## src/rtl/program_sequencer.sv

```systemverilog
// Program sequencer: computes the next program-memory address and holds the PC.
// Define PS_CALL_STACK_EN to add the 4-deep return-address stack with sticky overflow/underflow flags.
module program_sequencer (
    input  logic       clk,
    input  logic       async_reset_n,
    input  logic       jump,
    input  logic       conditional_jump,
    input  logic       call,
    input  logic       ret,
    input  logic [3:0] LS_nibble_ir,
    input  logic       zero_flag,
    output logic [7:0] pm_addr,
    output logic [7:0] pc,
    output logic       stack_ovf,
    output logic       stack_unf,
    output logic [7:0] from_PS
);

    logic [7:0] target;
    logic [7:0] pc_inc;

    assign target  = {LS_nibble_ir, 4'h0};
    assign pc_inc  = pc + 8'd1;
    assign from_PS = pc;

`ifdef PS_CALL_STACK_EN
    logic [7:0] stack [4];
    logic [2:0] sp;
    logic [1:0] top_idx;
    logic       jump_taken;
    logic       do_call;
    logic       do_ret;

    // A strobe only has side effects when nothing of higher priority is active.
    assign jump_taken = jump || (conditional_jump && !zero_flag);
    assign do_call    = !jump_taken && call;
    assign do_ret     = !jump_taken && !call && ret;
    assign top_idx    = sp[1:0] - 2'd1;

    always_comb begin
        pm_addr = pc_inc;
        if (!async_reset_n)
            pm_addr = 8'h00;
        else if (jump_taken || call)
            pm_addr = target;
        else if (ret && (sp != 3'd0))
            pm_addr = stack[top_idx];
    end

    always_ff @(posedge clk or negedge async_reset_n) begin
        if (!async_reset_n) begin
            sp        <= 3'd0;
            stack_ovf <= 1'b0;
            stack_unf <= 1'b0;
            for (int i = 0; i < 4; i++)
                stack[i] <= 8'h00;
        end else if (do_call) begin
            if (sp != 3'd4) begin
                stack[sp[1:0]] <= pc_inc;
                sp             <= sp + 3'd1;
            end else begin
                stack_ovf <= 1'b1;
            end
        end else if (do_ret) begin
            if (sp != 3'd0)
                sp <= sp - 3'd1;
            else
                stack_unf <= 1'b1;
        end
    end
`else
    // Without the stack a call degenerates to a jump and a return to a plain increment.
    always_comb begin
        pm_addr = pc_inc;
        if (!async_reset_n)
            pm_addr = 8'h00;
        else if (jump || (conditional_jump && !zero_flag) || call)
            pm_addr = target;
        else if (ret)
            pm_addr = pc_inc;
    end

    assign stack_ovf = 1'b0;
    assign stack_unf = 1'b0;
`endif

    always_ff @(posedge clk or negedge async_reset_n) begin
        if (!async_reset_n)
            pc <= 8'h00;
        else
            pc <= pm_addr;
    end

endmodule

```

## config.mk

```make
export PLATFORM = sky130hd
export DESIGN_NAME = program_sequencer
export DESIGN_NICKNAME = d
export VERILOG_FILES = /design/src/rtl/program_sequencer.sv
export SDC_FILE = /design/constraint.sdc
export NUM_CORES = 1
export LEC_CHECK = 0
export CORE_MARGIN = 2
export CORE_UTILIZATION = 29
export DETAILED_ROUTE_END_ITERATION = 10
export PLACE_DENSITY = 0.73
export SETUP_SLACK_MARGIN = 0.02
export SLEW_MARGIN = 40
export SYNTH_ARGS = -nofsm -noshare
export SYNTH_HDL_FRONTEND = slang
export SYNTH_SLANG_ARGS = --single-unit
```

## constraint.sdc

```tcl
create_clock -name clk -period 1.3 [get_ports clk]
set_clock_uncertainty 0.05 [all_clocks]
set_input_delay 0.13 -clock clk [delete_from_list [all_inputs] [get_ports clk]]
set_output_delay 0.13 -clock clk [all_outputs]
set_load 0.02 [all_outputs]
```

==> results.json, run 1 <==
{
  "setup_ws_ns": -0.515,
  "cts_tree": "yes",
  "utilization_pct": 67.3,
  "viasPerCell": 4.92,
  "p_leak_nw": 0.499,
  "synth_cell_types": 23,
  "grt_start_max_net_pins": 12,
  "io_buffers": 33,
  "syn_to_final_growth_pct": 112,
  "htreeDepth": 1,
  "rows": 14,
  "num_vias": 576,
  "syn_area_um2": 495,
  "fin_crit_ns": 1.82,
  "fin_tns_setup_ns": -3.32,
  "seq_area_frac_synth_pct": 40.4,
  "grt_pass1_vias": 557,
  "final_antenna_net_count": 0,
  "setup_viol": 15,
  "worst_skew_pair.late_latency_ns": 0.26,
  "clk_pin_slew_worst_paths_ns": 0.06,
  "routed_wl_um": 1830,
  "power_mw": 0.708,
  "remaining_drc_errors": 0,
  "cts_root_buffer": "clkbuf_4",
  "core_mm2": 0.00156,
  "gp_congestion": 0.792,
  "grt_setup_unrepaired": "true",
  "startpoint_type": "flip-flop",
  "ys_seq_elements": 8,
  "critPathArrivalTime_ns": 1.64,
  "grt.total_usage_pct": 19.4,
  "final_layout_size_suffix_gt1_share_pct": 68.3,
  "crit_type": "reg2out",
  "antenna_found_initial": 0,
  "wl_per_cell_um": 15.6,
  "powerDensity_mw_per_mm2": 674,
  "ir_drop_mv": 0.473,
  "hold_ws_ns": 0.132,
  "cts_buffers": 3,
  "initial_core_util_pct": 31.8,
  "die_area_mm2": 0.00206,
  "path_max_fanout": 3,
  "hpwl_um": 1260,
  "violations": "negative setup slack",
  "drv_cap": 0,
  "drt_iter0_drc": 6,
  "largest_register_ffs": 8,
  "max_freq_ghz": 0.551,
  "grt_overflow": 0,
  "antenna_cells": 0,
  "hold_class": "in2async",
  "required_ns": 1.12,
  "cts_sinks": 8,
  "final_nets": 114,
  "fp.dieW_um": 45.3,
  "cts_max_path_buffers": 2,
  "yosysWarnings": 0,
  "status": "finished with violations",
  "grt_pass1_wl_um": 2700,
  "dieHeight_um": 45.3,
  "firstDrtPassIters": 4,
  "slew_viol_final": 0,
  "hold_viol": 0,
  "postSynthCellCount": 52,
  "syn_avg_cell_area_um2": 9.53,
  "fin_crit_sh_pct": 140,
  "end_kind": "output port",
  "io_pins": 37
}
## cells in the final DEF (no fill, tap or decap), drive strengths merged
cell | netlist | layout
and3 | 3 | 3
clkdlybuf4s50 | 0 | 5
a21oi | 4 | 4
and2 | 1 | 1
xnor2 | 1 | 1
dfrtp | 8 | 8
nand4 | 1 | 1
or3 | 3 | 3
buf | 10 | 41
nand3 | 3 | 3
clkdlybuf4s15 | 0 | 3
nor2 | 1 | 1
conb | 1 | 2
nor3b | 1 | 1
nand2 | 2 | 2
clkbuf | 1 | 6
ha | 1 | 1
a311oi | 3 | 3
dlygate4sd2 | 0 | 4
nand2b | 1 | 1
inv | 1 | 1
a211oi | 1 | 1
xor2 | 2 | 2
o21ai | 3 | 3
## worst max-delay path: stages (launching register included)
cell      delay [ns]
dfrtp_2         0.41
ha_4            0.16
nand2_2         0.06
or3_4           0.34
a311oi_4        0.25
buf_6           0.16
## cell usage after synthesis (all sizes together)
library cell / n / area [um^2]
buf: 10 / 75.1
dfrtp: 8 / 200
a21oi: 4 / 20.0
a311oi: 3 / 32.5
and3: 3 / 18.8
nand3: 3 / 20.0
o21ai: 3 / 15.0
or3: 3 / 18.8
nand2: 2 / 7.51
xor2: 2 / 17.5
a211oi: 1 / 7.51
and2: 1 / 6.26
clkbuf: 1 / 3.75
conb: 1 / 3.75
ha: 1 / 12.5
inv: 1 / 3.75
nand2b: 1 / 6.26
nand4: 1 / 6.26
nor2: 1 / 3.75
nor3b: 1 / 7.51
xnor2: 1 / 8.76
## layout make-up
type | count | area, um^2
clock buffers | 4 | 26.3
fillers | 130 | 509
inverters | 1 | 3.75
multi-input cells | 33 | 332
flip-flops and latches | 8 | 208
well taps | 16 | 20.0
repair buffers | 55 | 460
## metal layers
metal	vias to the layer above	track usage [%]	wire (um)
li1	273	-	-
met3	4	3.60	113
met2	29	31.1	891
met1	270	24.5	792
met4	0	10.6	31
met5	-	0	0
## final timing paths
kind | start | depth (start not counted) | slack (ns) | end
max in group asynchronous | async_reset_n | 2 | 0.91 | from_PS[4]$_DFF_PN0_
worst min-delay path | async_reset_n | 2 | 0.13 | from_PS[1]$_DFF_PN0_
worst min register to register | from_PS[7]$_DFF_PN0_ | 2 | 0.56 | from_PS[7]$_DFF_PN0_
worst max register to register | from_PS[1]$_DFF_PN0_ | 5 | -0.19 | from_PS[6]$_DFF_PN0_
min in group clk | call | 4 | 0.51 | from_PS[3]$_DFF_PN0_
worst max-delay path | from_PS[1]$_DFF_PN0_ | 5 | -0.52 | pm_addr[6]
## power breakdown
group	switching, mW	internal [mW]
combinational	0.117	0.106
sequential	0.0103	0.260
clock	0.0961	0.118
## cell families after synthesis
group / after synthesis / share of synthesized area, %
AOI/OAI and AO/OA: 11 / 15.2
xor gates and xnor gates: 3 / 5.30
adders and majority gates: 1 / 2.52
buffers and inverters: 12 / 16.7
DFF: 8 / 40.4
other: 1 / 0.757
and+or+nand+nor: 16 / 19.2
## timing repair
item | CTS | global route
pin swaps | 5 | 1
gates resized for setup | 110 | 14
setup endpoints to repair | 28 | 24
hold buffers | 0 | 0
setup buffers | 5 | 6
## through the flow
stage	instances	instance area, um^2	setup WS (ns)
after global routing	117	1050	-0.566
after global placement	105	970	-0.864
after CTS	113	1050	-0.496
after floorplan	53	594	-0.321
after detailed placement	105	970	-0.910
final	117	1050	-0.515
(Power assumes the default switching activity.)
==> run 2, diff against run 1 <==
--- a/config.mk
+++ b/config.mk
@@ -6,9 +6,9 @@
 export NUM_CORES = 1
 export LEC_CHECK = 0
 export CORE_MARGIN = 2
-export CORE_UTILIZATION = 29
+export CORE_UTILIZATION = 35
 export DETAILED_ROUTE_END_ITERATION = 10
-export PLACE_DENSITY = 0.73
+export PLACE_DENSITY = 0.83
 export SETUP_SLACK_MARGIN = 0.02
 export SLEW_MARGIN = 40
 export SYNTH_ARGS = -nofsm -noshare
==> constraint.sdc (replaced) <==
create_clock -name clk -period 2.4 [get_ports clk]
set_clock_uncertainty 0.05 [all_clocks]
set_input_delay 0.24 -clock clk [delete_from_list [all_inputs] [get_ports clk]]
set_output_delay 0.24 -clock clk [all_outputs]
set_load 0.02 [all_outputs]
==> run 2 against run 1 <==
Hold slack gained 0.13 ns. Non-clock buffer count is 18 lower. Count of clock-buffer cells in the layout is 1 lower. Final area down 21%. Largest cell class unchanged. Combinational power decreased by 57%. Sequential power shrank 46%. Via count is 17% lower. Sequential cell count is the same. Global-route usage is 4.1 points lower. Worst setup slack better by 0.62 ns. The flow now finishes without violations. Clock power shrank 52%. Power fell by 51%.
==> results.json, run 2 (synthesized netlist as in run 1, its figures left out) <==
{
  "critPathArrivalTime_ns": 2.00,
  "cts_max_path_buffers": 2,
  "critical-path-top-delay-family": "simple AND/OR/NAND/NOR gates",
  "antenna_found_initial": 0,
  "cts_sinks": 8,
  "wl_met1_um": 527,
  "grt.total_usage_pct": 15.3,
  "drt_iter0_drc": 8,
  "crit_start": "from_PS[0]$_DFF_PN0_",
  "final_nets": 96,
  "antenna_cells": 0,
  "p_switching_mw": 0.0996,
  "remaining_drc_errors": 0,
  "grt_pass1_vias": 447,
  "startpoint_type": "flip-flop",
  "mostFrequentLayoutCells": "clkdlybuf4s50_1 (28), dfrtp_1 (8), a21oi_1 (4), dlygate4sd2_1 (4), buf_4 (4)",
  "initial_core_util_pct": 37.6,
  "comb_power_share_pct": 27.6,
  "fillerInstances": 104,
  "stdcell_count": 97,
  "cts_buffers": 3,
  "htreeDepth": 1,
  "end_kind": "output port",
  "placedCellCount": 94,
  "grt_start_max_net_pins": 12,
  "core_mm2": 0.00132,
  "fp.dieW_um": 41.6,
  "grt_pass1_wl_um": 1970,
  "fin_crit_ns": 2.29,
  "largest_register_ffs": 8,
  "fin_tns_setup_ns": 0,
  "path_max_fanout": 4,
  "utilization_pct": 62.6,
  "fin_crit_sh_pct": 95.5,
  "die_area_mm2": 0.00173,
  "status": "finished, final reports clean",
  "num_vias": 477,
  "hold_viol": 0,
  "syn_to_final_growth_pct": 66.4,
  "postCtsSetupBuffers": 0,
  "firstDrtPassIters": 5,
  "p_leak_nw": 0.357,
  "worst_skew_pair.late_latency_ns": 0.25,
  "crit_slowest_cell": "dfrtp_1",
  "clk_pin_slew_worst_paths_ns": 0.06,
  "highest_layer": "met4",
  "cts_root_buffer": "clkbuf_4",
  "cts_tree": "yes",
  "powerDensity_mw_per_mm2": 418,
  "seq_power_share_pct": 42.7,
  "cpPeakStageDelay_ns": 0.41,
  "ir_drop_mv": 0.280,
  "dieHeight_um": 41.6,
  "wl_met3_um": 72,
  "hold_class": "in2async",
  "setup_viol": 0,
  "final_common_cell": "clkdlybuf4s50_1",
  "final_antenna_net_count": 0,
  "gp_congestion": 0.768,
  "reg2reg_slack_ns": 0.86,
  "crit_type": "reg2out",
  "max_freq_ghz": 0.436,
  "rows": 13,
  "pwr-share-clk_pct": 29.7,
  "internal-power_mw": 0.245,
  "drv_cap": 0,
  "routed_wl_um": 1260,
  "grt_overflow": 0,
  "required_ns": 2.11,
  "wl_met2_um": 647,
  "r2r_start": "from_PS[0]$_DFF_PN0_",
  "io_pins": 37,
  "final_layout_size_suffix_gt1_share_pct": 13.4,
  "hpwl_um": 989,
  "wl_per_cell_um": 13.0,
  "slew_viol_final": 0,
  "io_buffers": 33,
  "swShare_pct": 28.9,
  "crit_buf_inv": 1,
  "viasPerCell": 4.92,
  "path_cells": "ha_1 -> nand2_1 -> or3_1 -> a311oi_2 -> dlygate4sd2_1"
}
-- run 2: changes by cell type in the layout (fill, tap and decap cells not counted), moves of 6 or more --
cell,delta
buf_2,-9
buf_4,-15
buf_6,-13
clkdlybuf4s50_1,+23
dfrtp_1,+6
dfrtp_2,-6
-- run 2: power by group through the flow --
stage / combinational [mW] / clock [mW] / sequential (mW)
after floorplan: 0.0430 / 0 / 0.156
after global placement: 0.0960 / 0 / 0.149
after detailed placement: 0.0970 / 0 / 0.150
after CTS: 0.0937 / 0.107 / 0.147
after global routing: 0.101 / 0.116 / 0.149
final: 0.0950 / 0.102 / 0.147
-- run 2: final timing paths --
check                                             to  cells after the start
worst max-delay path                      pm_addr[6]                      5
worst min-delay path            from_PS[2]$_DFF_PN0_                      2
worst max register to register  from_PS[6]$_DFF_PN0_                      4
worst min register to register  from_PS[0]$_DFF_PN0_                      1
max in group asynchronous       from_PS[5]$_DFF_PN0_                      2
min in group clk                from_PS[0]$_DFF_PN0_                      1
-- run 2: area by class of cell --
class / instances / area, um^2 / area share [%]
repair buffers: 37 / 355 / 43.1
well taps: 15 / 18.8 / 2.28
inverters: 1 / 3.75 / 0.455
flip-flops and latches: 8 / 200 / 24.3
clock buffers: 3 / 22.5 / 2.73
multi-input cells: 33 / 224 / 27.2
-- run 2: worst reg2reg max path, delay by kind of cell (launching register included) --
| family | cells | cell delay (ns) |
|---|---|---|
| simple gates | 2 | 0.45 |
| flops | 1 | 0.41 |
| compound gates | 1 | 0.29 |
| fa+ha+maj | 1 | 0.23 |
-- run 2: per-layer routing --
layer	up-vias	track usage, %
met5	-	0
met4	0	9.68
met3	2	3.04
met2	20	25.0
met1	217	18.1
li1	238	-
-- run 2: what timing repair did --
action	CTS	global route
gates resized for setup	6	2
hold buffers	0	0
endpoints found under the setup margin	5	2
-- run 2: through the flow --
step / total power, mW / worst slack (ns) / instance area [um^2] / hold WS [ns]
after floorplan: 0.199 / 0.278 / 499 / -0.106
after global placement: 0.245 / 0.0277 / 800 / 0.462
after detailed placement: 0.247 / -0.0948 / 800 / 0.505
after CTS: 0.348 / 0.0845 / 817 / 0.255
after global routing: 0.366 / -0.0225 / 825 / 0.270
final: 0.344 / 0.108 / 825 / 0.258
==> run 3, diff against run 2 <==
--- a/config.mk
+++ b/config.mk
@@ -5,7 +5,6 @@
 export SDC_FILE = /design/constraint.sdc
 export NUM_CORES = 1
 export LEC_CHECK = 0
-export CORE_MARGIN = 2
 export CORE_UTILIZATION = 35
 export DETAILED_ROUTE_END_ITERATION = 10
 export PLACE_DENSITY = 0.83
==> run 3 against run 2 <==
Utilization increased by 0.40 points. Critical path depth did not move. Fmax grew 2.4%. Largest power group unchanged. Power grew 1.3%. Hold slack lost 0.0022 ns. Highest routed layer unchanged. Global-route usage increased by 4.7 points. Sequential power is essentially flat.
==> results.json, run 3 (synthesized netlist as in run 1, its figures left out) <==
{
  "fp.dieW_um": 39.6,
  "max_freq_ghz": 0.446,
  "status": "finished, final reports clean",
  "hold_class": "in2async",
  "placed_area_um2": 800,
  "grt_overflow": 0,
  "reg2reg_depth": 4,
  "pwr-share-clk_pct": 31.0,
  "setup_ws_ns": 0.160,
  "stdcell_area_um2": 820,
  "die_area_mm2": 0.00157,
  "critical-path-top-delay-family": "buffers and inverters",
  "viasPerCell": 4.97,
  "comb_power_share_pct": 26.8,
  "setup_viol": 0,
  "remaining_drc_errors": 0,
  "seq_power_share_pct": 42.3,
  "fin_crit_sh_pct": 93.3,
  "antenna_cells": 0,
  "cts_max_path_buffers": 2,
  "crit_buf_inv": 2,
  "worst_skew_pair.late_latency_ns": 0.26,
  "crit_type": "in2out",
  "htreeDepth": 1,
  "grt_setup_unrepaired": "false",
  "postCtsSetupBuffers": 0,
  "required_ns": 2.11,
  "cts_tree": "yes",
  "drv_cap": 0,
  "r2r_end": "from_PS[6]$_DFF_PN0_",
  "io_pins": 37,
  "core_mm2": 0.00130,
  "r2r_start": "from_PS[0]$_DFF_PN0_",
  "num_vias": 482,
  "p_switching_mw": 0.104,
  "rows": 13,
  "mostFrequentLayoutCells": "clkdlybuf4s50_1 (29), dfrtp_1 (8), a21oi_1 (4), buf_4 (4)",
  "hold_viol": 0,
  "syn_to_final_growth_pct": 65.4,
  "cts_buffers": 3,
  "pre_cts_slack_ns": -0.0482,
  "reg2reg_slack_ns": 0.81,
  "grt_pass1_vias": 475,
  "utilization_pct": 63.0,
  "p_leak_nw": 0.354,
  "final_antenna_net_count": 0,
  "dieHeight_um": 39.6,
  "clk_pin_slew_worst_paths_ns": 0.06,
  "fin_crit_ns": 2.24,
  "path_max_fanout": 8,
  "grt_start_max_net_pins": 12,
  "initial_core_util_pct": 38.1,
  "final_nets": 96,
  "io_buffers": 33,
  "wl_per_cell_um": 12.9,
  "final_layout_size_suffix_gt1_share_pct": 14.6,
  "grt.total_usage_pct": 20.0,
  "internal-power_mw": 0.245,
  "path_cells": "clkdlybuf4s50_1 -> nor2_1 -> and2_2 -> nor3b_2 -> clkdlybuf4s50_1",
  "gp_congestion": 0.792,
  "cts_sinks": 8,
  "ir_drop_mv": 0.341,
  "swShare_pct": 29.8,
  "startpoint_type": "input pin",
  "powerDensity_mw_per_mm2": 426,
  "cpPeakStageDelay_ns": 0.64,
  "hold_buffers": 0,
  "slew_viol_final": 0,
  "firstDrtPassIters": 2,
  "end_kind": "output port",
  "crit_slowest_cell": "clkdlybuf4s50_1",
  "fin_tns_setup_ns": 0,
  "final_common_cell": "clkdlybuf4s50_1",
  "drt_iter0_drc": 3,
  "largest_register_ffs": 8,
  "grt_pass1_wl_um": 1930,
  "routed_wl_um": 1260,
  "antenna_found_initial": 0,
  "critPathArrivalTime_ns": 1.95,
  "cts_root_buffer": "clkbuf_4",
  "crit_path_frequent_cell": "clkdlybuf4s50_1"
}
==> run 3: cell count changes in the layout (fill, tap and decap cells not counted), sizes merged <==
cell | previous run | this run
clkdlybuf4s15 | 1 | 0
clkbuf | 3 | 4
dlygate4sd2 | 4 | 3
clkdlybuf4s50 | 28 | 29
==> run 3: layer usage <==
layer	track usage (%)	part of all wire [%]	vias up
met5	0	0	-
met4	20.7	5.7	0
met3	3.41	7.2	6
met2	33.2	48	22
met1	20.1	39	221
li1	-	-	233
==> run 3: timing repair <==
| item | 4_1_cts | 5_1_grt |
|---|---|---|
| gates resized for setup | 5 | 4 |
| gates cloned | 0 | 0 |
| pin swaps | 0 | 0 |
| hold endpoints to repair | 0 | 0 |
| endpoints found under the setup margin | 5 | 2 |
==> run 3: area by class of cell <==
type	count	area, um^2
fill	137	482
timing repair buffer	37	352
multi-input combinational	33	223
sequential	8	200
clock buffer	3	22.5
tap	15	18.8
inverter	1	3.75
==> run 3: power by group through the flow <==
stage	Sequential, mW	Combinational [mW]	Clock [mW]
global placement	0.149	0.0960	0
floorplan	0.156	0.0430	0
finish	0.147	0.0935	0.108
CTS	0.147	0.0946	0.111
detailed placement	0.150	0.0973	0
global route	0.149	0.100	0.119
==> run 3: how the worst max path moves through the flow <==
stage                                     from          to  slack, ns  depth (start not counted)
final                                     jump  pm_addr[0]       0.16                          5
after global routing      from_PS[0]$_DFF_PN0_  pm_addr[6]       0.03                          5
after CTS                                 jump  pm_addr[0]       0.05                          5
after detailed placement                  jump  pm_addr[0]      -0.05                          5
after global placement                    jump  pm_addr[0]       0.07                          5
after floorplan           from_PS[0]$_DFF_PN0_  pm_addr[6]       0.28                          4
==> run 3: metrics by stage <==
step / power (mW) / instances / hold slack (ns)
3_5_place_dp: 0.247 / 94 / 0.515
4_1_cts: 0.353 / 97 / 0.247
2_1_floorplan: 0.199 / 53 / -0.106
5_1_grt: 0.368 / 97 / 0.265
6_report: 0.349 / 97 / 0.256
3_3_place_gp: 0.245 / 94 / 0.487
